## src/rtl/yontem1.sv

```systemverilog
// Registered 64-bit unsigned adder built from 4-bit carry-lookahead groups with rippled group carries.
// Optional registered carry-out is enabled by defining YONTEM1_CARRY_OUT_EN.
module yontem1 #(
  parameter int unsigned WIDTH = 64
) (
  input  logic             clk_i,
  input  logic             rst_i,
  input  logic             valid_i,
  input  logic [WIDTH-1:0] num1_i,
  input  logic [WIDTH-1:0] num2_i,
  output logic [WIDTH-1:0] sum_o,
`ifdef YONTEM1_CARRY_OUT_EN
  output logic             carry_o,
`endif
  output logic             valid_o
);

  localparam int unsigned NumGroups = WIDTH / 4;

  logic [WIDTH-1:0] w_g;
  logic [WIDTH-1:0] w_p;
  logic [WIDTH-1:0] w_sum;
  logic             w_carry;
  logic [3:0]       w_grp_g;
  logic [3:0]       w_grp_p;
  logic [3:0]       w_grp_c;

  logic [WIDTH-1:0] r_sum;
  logic             r_valid;

  assign w_g = num1_i & num2_i;
  assign w_p = num1_i ^ num2_i;

  // Lookahead inside each group; w_carry walks the group boundaries and ends as the carry-out.
  always_comb begin
    w_sum   = '0;
    w_carry = 1'b0;
    w_grp_g = '0;
    w_grp_p = '0;
    w_grp_c = '0;
    for (int k = 0; k < NumGroups; k++) begin
      w_grp_g    = w_g[4*k +: 4];
      w_grp_p    = w_p[4*k +: 4];
      w_grp_c[0] = w_carry;
      w_grp_c[1] = w_grp_g[0] | (w_grp_p[0] & w_carry);
      w_grp_c[2] = w_grp_g[1] | (w_grp_p[1] & w_grp_g[0]) | (&w_grp_p[1:0] & w_carry);
      w_grp_c[3] = w_grp_g[2] | (w_grp_p[2] & w_grp_g[1]) | (&w_grp_p[2:1] & w_grp_g[0])
                 | (&w_grp_p[2:0] & w_carry);
      w_sum[4*k +: 4] = w_grp_p ^ w_grp_c;
      w_carry = w_grp_g[3] | (w_grp_p[3] & w_grp_g[2]) | (&w_grp_p[3:2] & w_grp_g[1])
              | (&w_grp_p[3:1] & w_grp_g[0]) | (&w_grp_p & w_carry);
    end
  end

  always_ff @(posedge clk_i) begin
    if (rst_i) begin
      r_sum   <= '0;
      r_valid <= 1'b0;
    end else begin
      r_valid <= valid_i;
      if (valid_i) begin
        r_sum <= w_sum;
      end
    end
  end

`ifdef YONTEM1_CARRY_OUT_EN
  logic r_carry;

  always_ff @(posedge clk_i) begin
    if (rst_i) begin
      r_carry <= 1'b0;
    end else if (valid_i) begin
      r_carry <= w_carry;
    end
  end

  assign carry_o = r_carry;
`else
  // Carry-out is dropped when the port is configured out.
  logic w_unused_carry;
  assign w_unused_carry = w_carry;
`endif

  assign sum_o   = r_sum;
  assign valid_o = r_valid;

endmodule

```

## config.mk

```make
export PLATFORM = sky130hd
export DESIGN_NAME = yontem1
export DESIGN_NICKNAME = d
export VERILOG_FILES = /design/src/rtl/yontem1.sv
export SDC_FILE = /design/constraint.sdc
export NUM_CORES = 1
export LEC_CHECK = 0
export CAP_MARGIN = 0
export CORE_ASPECT_RATIO = 1.1
export CORE_MARGIN = 2
export CORE_UTILIZATION = 44
export DETAILED_ROUTE_END_ITERATION = 10
export PLACE_DENSITY_LB_ADDON = 0.25
export SLEW_MARGIN = 20
export SYNTH_ARGS = -nofsm -noshare
export SYNTH_HDL_FRONTEND = slang
export SYNTH_SLANG_ARGS = --single-unit
```

## constraint.sdc

```tcl
create_clock -name clk_i -period 5.3 [get_ports clk_i]
set_input_delay 1.59 -clock clk_i [delete_from_list [all_inputs] [get_ports clk_i]]
set_output_delay 1.59 -clock clk_i [all_outputs]
set_load 0.01 [all_outputs]
```

## Yosys cells after proc, flatten, opt, wreduce, memory -nomap -nowiden

Cells that the tools add are included.

| storage, ports and cells | value |
|---|---|
| register bits after elaboration | 65 |
| input port bits | 131 |
| word-level logic and storage cells | 414 |

| cells by class | value |
|---|---|
| bitwise operators | 322 |
| reduce and logical (&&, ||, !) cells | 90 |

Operators by type and width:

| cell | number |
|---|---|
| 1-bit bitwise AND | 152 |
| 1-bit OR | 152 |
| 2-bit AND reduction | 46 |
| 3-bit AND reduction | 30 |
| 4-bit XOR | 16 |
| 64-bit XOR | 1 |
| 63-bit bitwise AND | 1 |
| 4-bit AND reduction | 14 |

## Longest topological paths before layout

| depth | value |
|---|---|
| word-level depth | 36 |
| depth in mapped cells | 13 |

## Least setup slack after synthesis

OpenSTA, ideal clock, no wires.

| path | value |
|---|---|
| path kind | input to register |
| from | input port num1_i[29] |
| to | register r_sum[45] (netlist: sum_o[45]) |
| library setup time | 86 ps |
| data arrival time | 4213 ps |
| required time | 5214 ps |
| setup slack | 1001 ps |
| stages | 13 |
| path buffers | 0 |
| path through | ha_1 -> a21o_1 -> a21o_1 -> a221o_1 -> a221o_1 -> o21ai_2 -> nand2b_2 -> a21o_2 -> inv_1 -> o21ai_0 -> fa_1 -> xnor2_1 -> a211oi_1 |

| on the way | value |
|---|---|
| word-level cells in the longest chain between the ends | 14 |
| elaborated cells between the ends (all ways) | 19 |
| classes of those cells | 17 x bitwise; 2 x reduce/logical |

RTL lines:

| what | line | RTL |
|---|---|---|
| start, declared | 9 | `input logic [WIDTH-1:0] num1_i,` |
| 64-bit XOR or 63-bit bitwise AND (tied branches) | 32, 31 |  |
| 3-bit AND reduction or 1-bit bitwise AND (tied branches) | 51, 50 |  |
| 1-bit bitwise AND or 1-bit OR (tied branches) | 51, 50 |  |
| 1-bit OR | 51 | `\| (&w_grp_p[3:1] & w_grp_g[0]) \| (&w_grp_p & w_carry);` |
| 1-bit OR * | 51 |  |
| 1-bit bitwise AND * | 51 |  |
| 1-bit OR * | 51 |  |
| 1-bit bitwise AND * | 51 |  |
| 1-bit OR * | 51 |  |
| 1-bit bitwise AND * | 51 |  |
| 1-bit OR * | 51 |  |
| 1-bit bitwise AND * | 45 | `w_grp_c[1] = w_grp_g[0] \| (w_grp_p[0] & w_carry);` |
| 1-bit OR * | 45 |  |
| 4-bit XOR * | 49 | `w_sum[4*k +: 4] = w_grp_p ^ w_grp_c;` |
| end signal, assigned | 62 | `r_sum <= w_sum;` |
| end, declared | 28 | `logic [WIDTH-1:0] r_sum;` |

Mark *: on every way between the ends. The rest lies on a longest branch, timed or not.
A chain may end at the register's enable or synchronous reset.

## Final worst setup path

| path | value |
|---|---|
| from | input port num2_i[25] |
| to | register r_sum[45] (netlist: sum_o[45]) |

| on the way | value |
|---|---|
| word-level cells in the longest chain between the ends | 16 |
| elaborated cells between the ends (all ways) | 21 |
| classes of those cells | 19 x bitwise; 2 x reduce/logical |

RTL lines:

| what | line | RTL |
|---|---|---|
| start, declared | 10 | `input logic [WIDTH-1:0] num2_i,` |
| 64-bit XOR or 63-bit bitwise AND (tied branches) | 32, 31 |  |
| 3-bit AND reduction or 1-bit bitwise AND (tied branches) | 51, 50 |  |
| 1-bit bitwise AND or 1-bit OR (tied branches) | 51, 50 |  |
| 1-bit OR | 51 |  |
| 1-bit OR * | 51 |  |
| 1-bit bitwise AND * | 51 |  |
| 1-bit OR * | 51 |  |
| 1-bit bitwise AND * | 51 |  |
| 1-bit OR * | 51 |  |
| 1-bit bitwise AND * | 51 |  |
| 1-bit OR * | 51 |  |
| 1-bit bitwise AND * | 51 |  |
| 1-bit OR * | 51 |  |
| 1-bit bitwise AND * | 45 |  |
| 1-bit OR * | 45 |  |
| 4-bit XOR * | 49 |  |

Marked as above.

==> results.sh <==
export IMPL_post_cts_resized=0
export IMPL_antenna_found_initial=0
export IMPL_async_flop_share=0
export IMPL_track_usage=0.234
export IMPL_synth_area_per_cell_um2=9.30
export IMPL_grt_overflow=0
export IMPL_slowest_delay_ns=0.42
export IMPL_die_area_um2=11700
export IMPL_area_growth_synth_to_final_pct=50.0
export IMPL_cts_path_max_buffers=2
export IMPL_cap_violations=0
export IMPL_worst_pin_slew_ns=0.771
export IMPL_synth_area_top_cells="dfxtp_1 (27%), ha_1 (16%), fa_1 (6.7%)"
export IMPL_final_nets=918
export IMPL_pin_count=196
export IMPL_drc=0
export IMPL_wl_um=13700
export IMPL_grt_start_max_net_pins=51
export IMPL_synth_top_cell_by_area="dfxtp_1"
export IMPL_irDropWorstVdd_uv=128
export IMPL_htreeDepth=3
export IMPL_yosysTopAreaCellShare=0.272
export IMPL_yosysUniqueCellTypes=59
export IMPL_path_class="in2reg"
export IMPL_initialDrtViolationCount=102
export IMPL_clk_pin_slew_ns=0.05
export IMPL_synth_area_um2=4790
export IMPL_cts_tree="yes"
export IMPL_finClkSkew_ns=0
export IMPL_critPathTopFamily="compound AO/OA/AOI/OAI gates"
export IMPL_leakagePower_nw=3.02
export IMPL_hold_viol=0
export IMPL_ys_ff_latch=65
export IMPL_cp_slowest_cell="clkdlybuf4s50_1"
export IMPL_initial_utilization=0.457
export IMPL_via_per_inst=5.32
export IMPL_hp_class="reg2reg"
export IMPL_power_density_nw_per_um2=255
export IMPL_rsz0062_at_grt="false"
export IMPL_cp_cell_sequence="clkdlybuf4s50_1 -> ha_1 -> a21oi_1 -> o21ai_0 -> a221o_1 -> a221o_1 -> o21ai_2 -> nand2b_2 -> a21o_2 -> inv_1 -> o21ai_0 -> fa_1 -> xnor2_1 -> a211oi_1"
export IMPL_root_buffer="clkbuf_16"
export IMPL_seqCellArea_um2=1300
export IMPL_rows=39
export IMPL_place_ws_ns=0.224
export IMPL_grt_pass1_wl_um=21500
export IMPL_setup_ws_ns=0.515
export IMPL_cp_required_ns=5.54
export IMPL_wl_per_cell_um=16.0
export IMPL_fp_dieH_um=113
export IMPL_fillers=842
export IMPL_cts_buffers_inserted=9
export IMPL_synth_flop_cell="dfxtp_1"
export IMPL_port_buffers=195
export IMPL_netlist_instances=515
export IMPL_drv_slew=0
export IMPL_outcome="finished, final reports clean"
export IMPL_yosysWarnings=0
export IMPL_synth_edff_count=0
export IMPL_finalCritPeriodShare=0.903
export IMPL_place_congestion=0.897
export IMPL_multi_input_area_um2=3390
export IMPL_cts_sinks=65
export IMPL_postCtsHoldBufs=0
export IMPL_vias=4550
export IMPL_grtUsageMet1=0.254
export IMPL_cp_max_fo=5
export IMPL_setup_tns_ns=0
export IMPL_critPathBufInv=2
export IMPL_n_antenna_cell=0
export IMPL_clk_latency_ns=0.33
export IMPL_maxSlewHeadroom=0.485
export IMPL_dp_hpwl_um=11000
export IMPL_yosysSeqAreaShare=0.272
export IMPL_drtPass1Iterations=4
export IMPL_critPathCaptureType="flop"
export IMPL_fmax_mhz=209
export IMPL_grt_pass1_vias=4731
export IMPL_core_area_um2=10500
export IMPL_busiest_layer="met2"
export IMPL_cp_start_kind="input pin"
export IMPL_synth_nets=725
export IMPL_grtUsageMet2=0.435
export IMPL_post_cts_setup_buffer_count=0
export IMPL_min_period_ns=4.79
export IMPL_setup_viol=0
export IMPL_drive_gt1_frac=0.0617
export IMPL_hold_ws_ns=0.454
export IMPL_drtAntennaViolNets=0
export IMPL_p_total_mw=1.84
export IMPL_die_x_um=103
export IMPL_grtUsageMet3=0.0496
export IMPL_arrival_ns=5.03
==> cells in the final DEF (no fill, tap or decap), types with 3 or more instances in the layout <==
master           synthesis  layout
o21ai_0                 22      22
nand2_1                 30      30
dfxtp_1                 65      65
inv_1                   11      11
o21ai_1                  4       4
clkbuf_16                0       9
buf_4                    0       4
a211oi_1                21      21
a32oi_1                  3       3
nor2b_1                  3       3
nor3_1                   4       4
clkdlybuf4s50_1          0     193
fa_1                    16      16
a21oi_1                 35      35
a21o_2                   3       3
a31oi_1                  3       3
nand4_1                  8       8
nand2b_1                 3       3
nor2_1                  60      59
o21a_1                   5       5
nand3_1                  6       6
mux2i_1                 31      31
a21o_1                  17      17
xnor2_1                 30      30
ha_1                    63      63
clkbuf_8                 0       3
xor2_1                  15      15
==> sequential cells by signal (all words and copies together), names as in the netlist <==
signal and flops:
valid_o 1, sum_o 64
==> cells by family after synthesis <==
kind of cell	Yosys count	synth area share
XOR/XNOR	45	0.0823
multiplexers	31	0.0648
adder cells (fa/ha/maj)	79	0.231
AND/OR/NAND/NOR	130	0.127
flip-flops	65	0.272
buffers and inverters	27	0.0212
AO/OA/AOI/OAI	138	0.201
==> through the flow <==
| step | cells | instance area, um^2 | util |
|---|---|---|---|
| 2_1_floorplan | 515 | 4790 | - |
| 3_3_place_gp | 840 | 6880 | 0.656 |
| 3_5_place_dp | 840 | 6880 | 0.656 |
| 4_1_cts | 856 | 7190 | 0.685 |
| 5_1_grt | 856 | 7190 | 0.685 |
| 6_report | 856 | 7190 | 0.685 |
==> power breakdown <==
group          switching (mW)  total [mW]  internal [mW]
registers              0.0283       0.573          0.545
clock network           0.207       0.609          0.402
logic                   0.299       0.654          0.355
==> worst paths after layout <==
check | start | cells past startpoint | slack, ns | end
worst max-delay path | num2_i[25] | 14 | 0.51 | sum_o[45]$_SDFFE_PP0P_
worst min-delay path | sum_o[19]$_SDFFE_PP0P_ | 2 | 0.45 | sum_o[19]$_SDFFE_PP0P_
worst max register to register | sum_o[43]$_SDFFE_PP0P_ | 3 | 4.45 | sum_o[43]$_SDFFE_PP0P_
worst min register to register | sum_o[19]$_SDFFE_PP0P_ | 2 | 0.45 | sum_o[19]$_SDFFE_PP0P_
==> synth_stat cells (all sizes together) (2+ instances only) <==
master,n
a2111oi,2
a211oi,23
a21o,20
a21oi,36
a221o,2
a22o,2
a22oi,2
a31oi,3
a32oi,3
and3,2
buf,2
clkbuf,14
dfxtp,65
fa,16
ha,63
inv,11
mux2i,31
nand2,30
nand2b,4
nand3,6
nand4,8
nor2,61
nor2b,3
nor3,5
o21a,5
o21ai,27
o21bai,2
or3,2
or4,2
xnor2,30
xor2,15
==> worst register-to-register path: stages (launching register included) <==
cell	delay (ns)
dfxtp_1	0.31
a32oi_1	0.16
o41a_1	0.17
nand3_1	0.09
==> metal layers <==
metal | share of wire | vias up
li1 | - | 2264
met1 | 0.39 | 2090
met2 | 0.52 | 167
met3 | 0.071 | 29
met4 | 0.024 | 0
met5 | 0 | -
==> area by class of cell <==
type                    count  area share
repair buffers            198       0.274
multi-input cells         423       0.472
flip-flops and latches     65       0.181
clock inverters             2     0.00487
inverters                  11     0.00574
well taps                 143      0.0249
clock buffers              14      0.0381
Power figures use the tool's default switching activity.
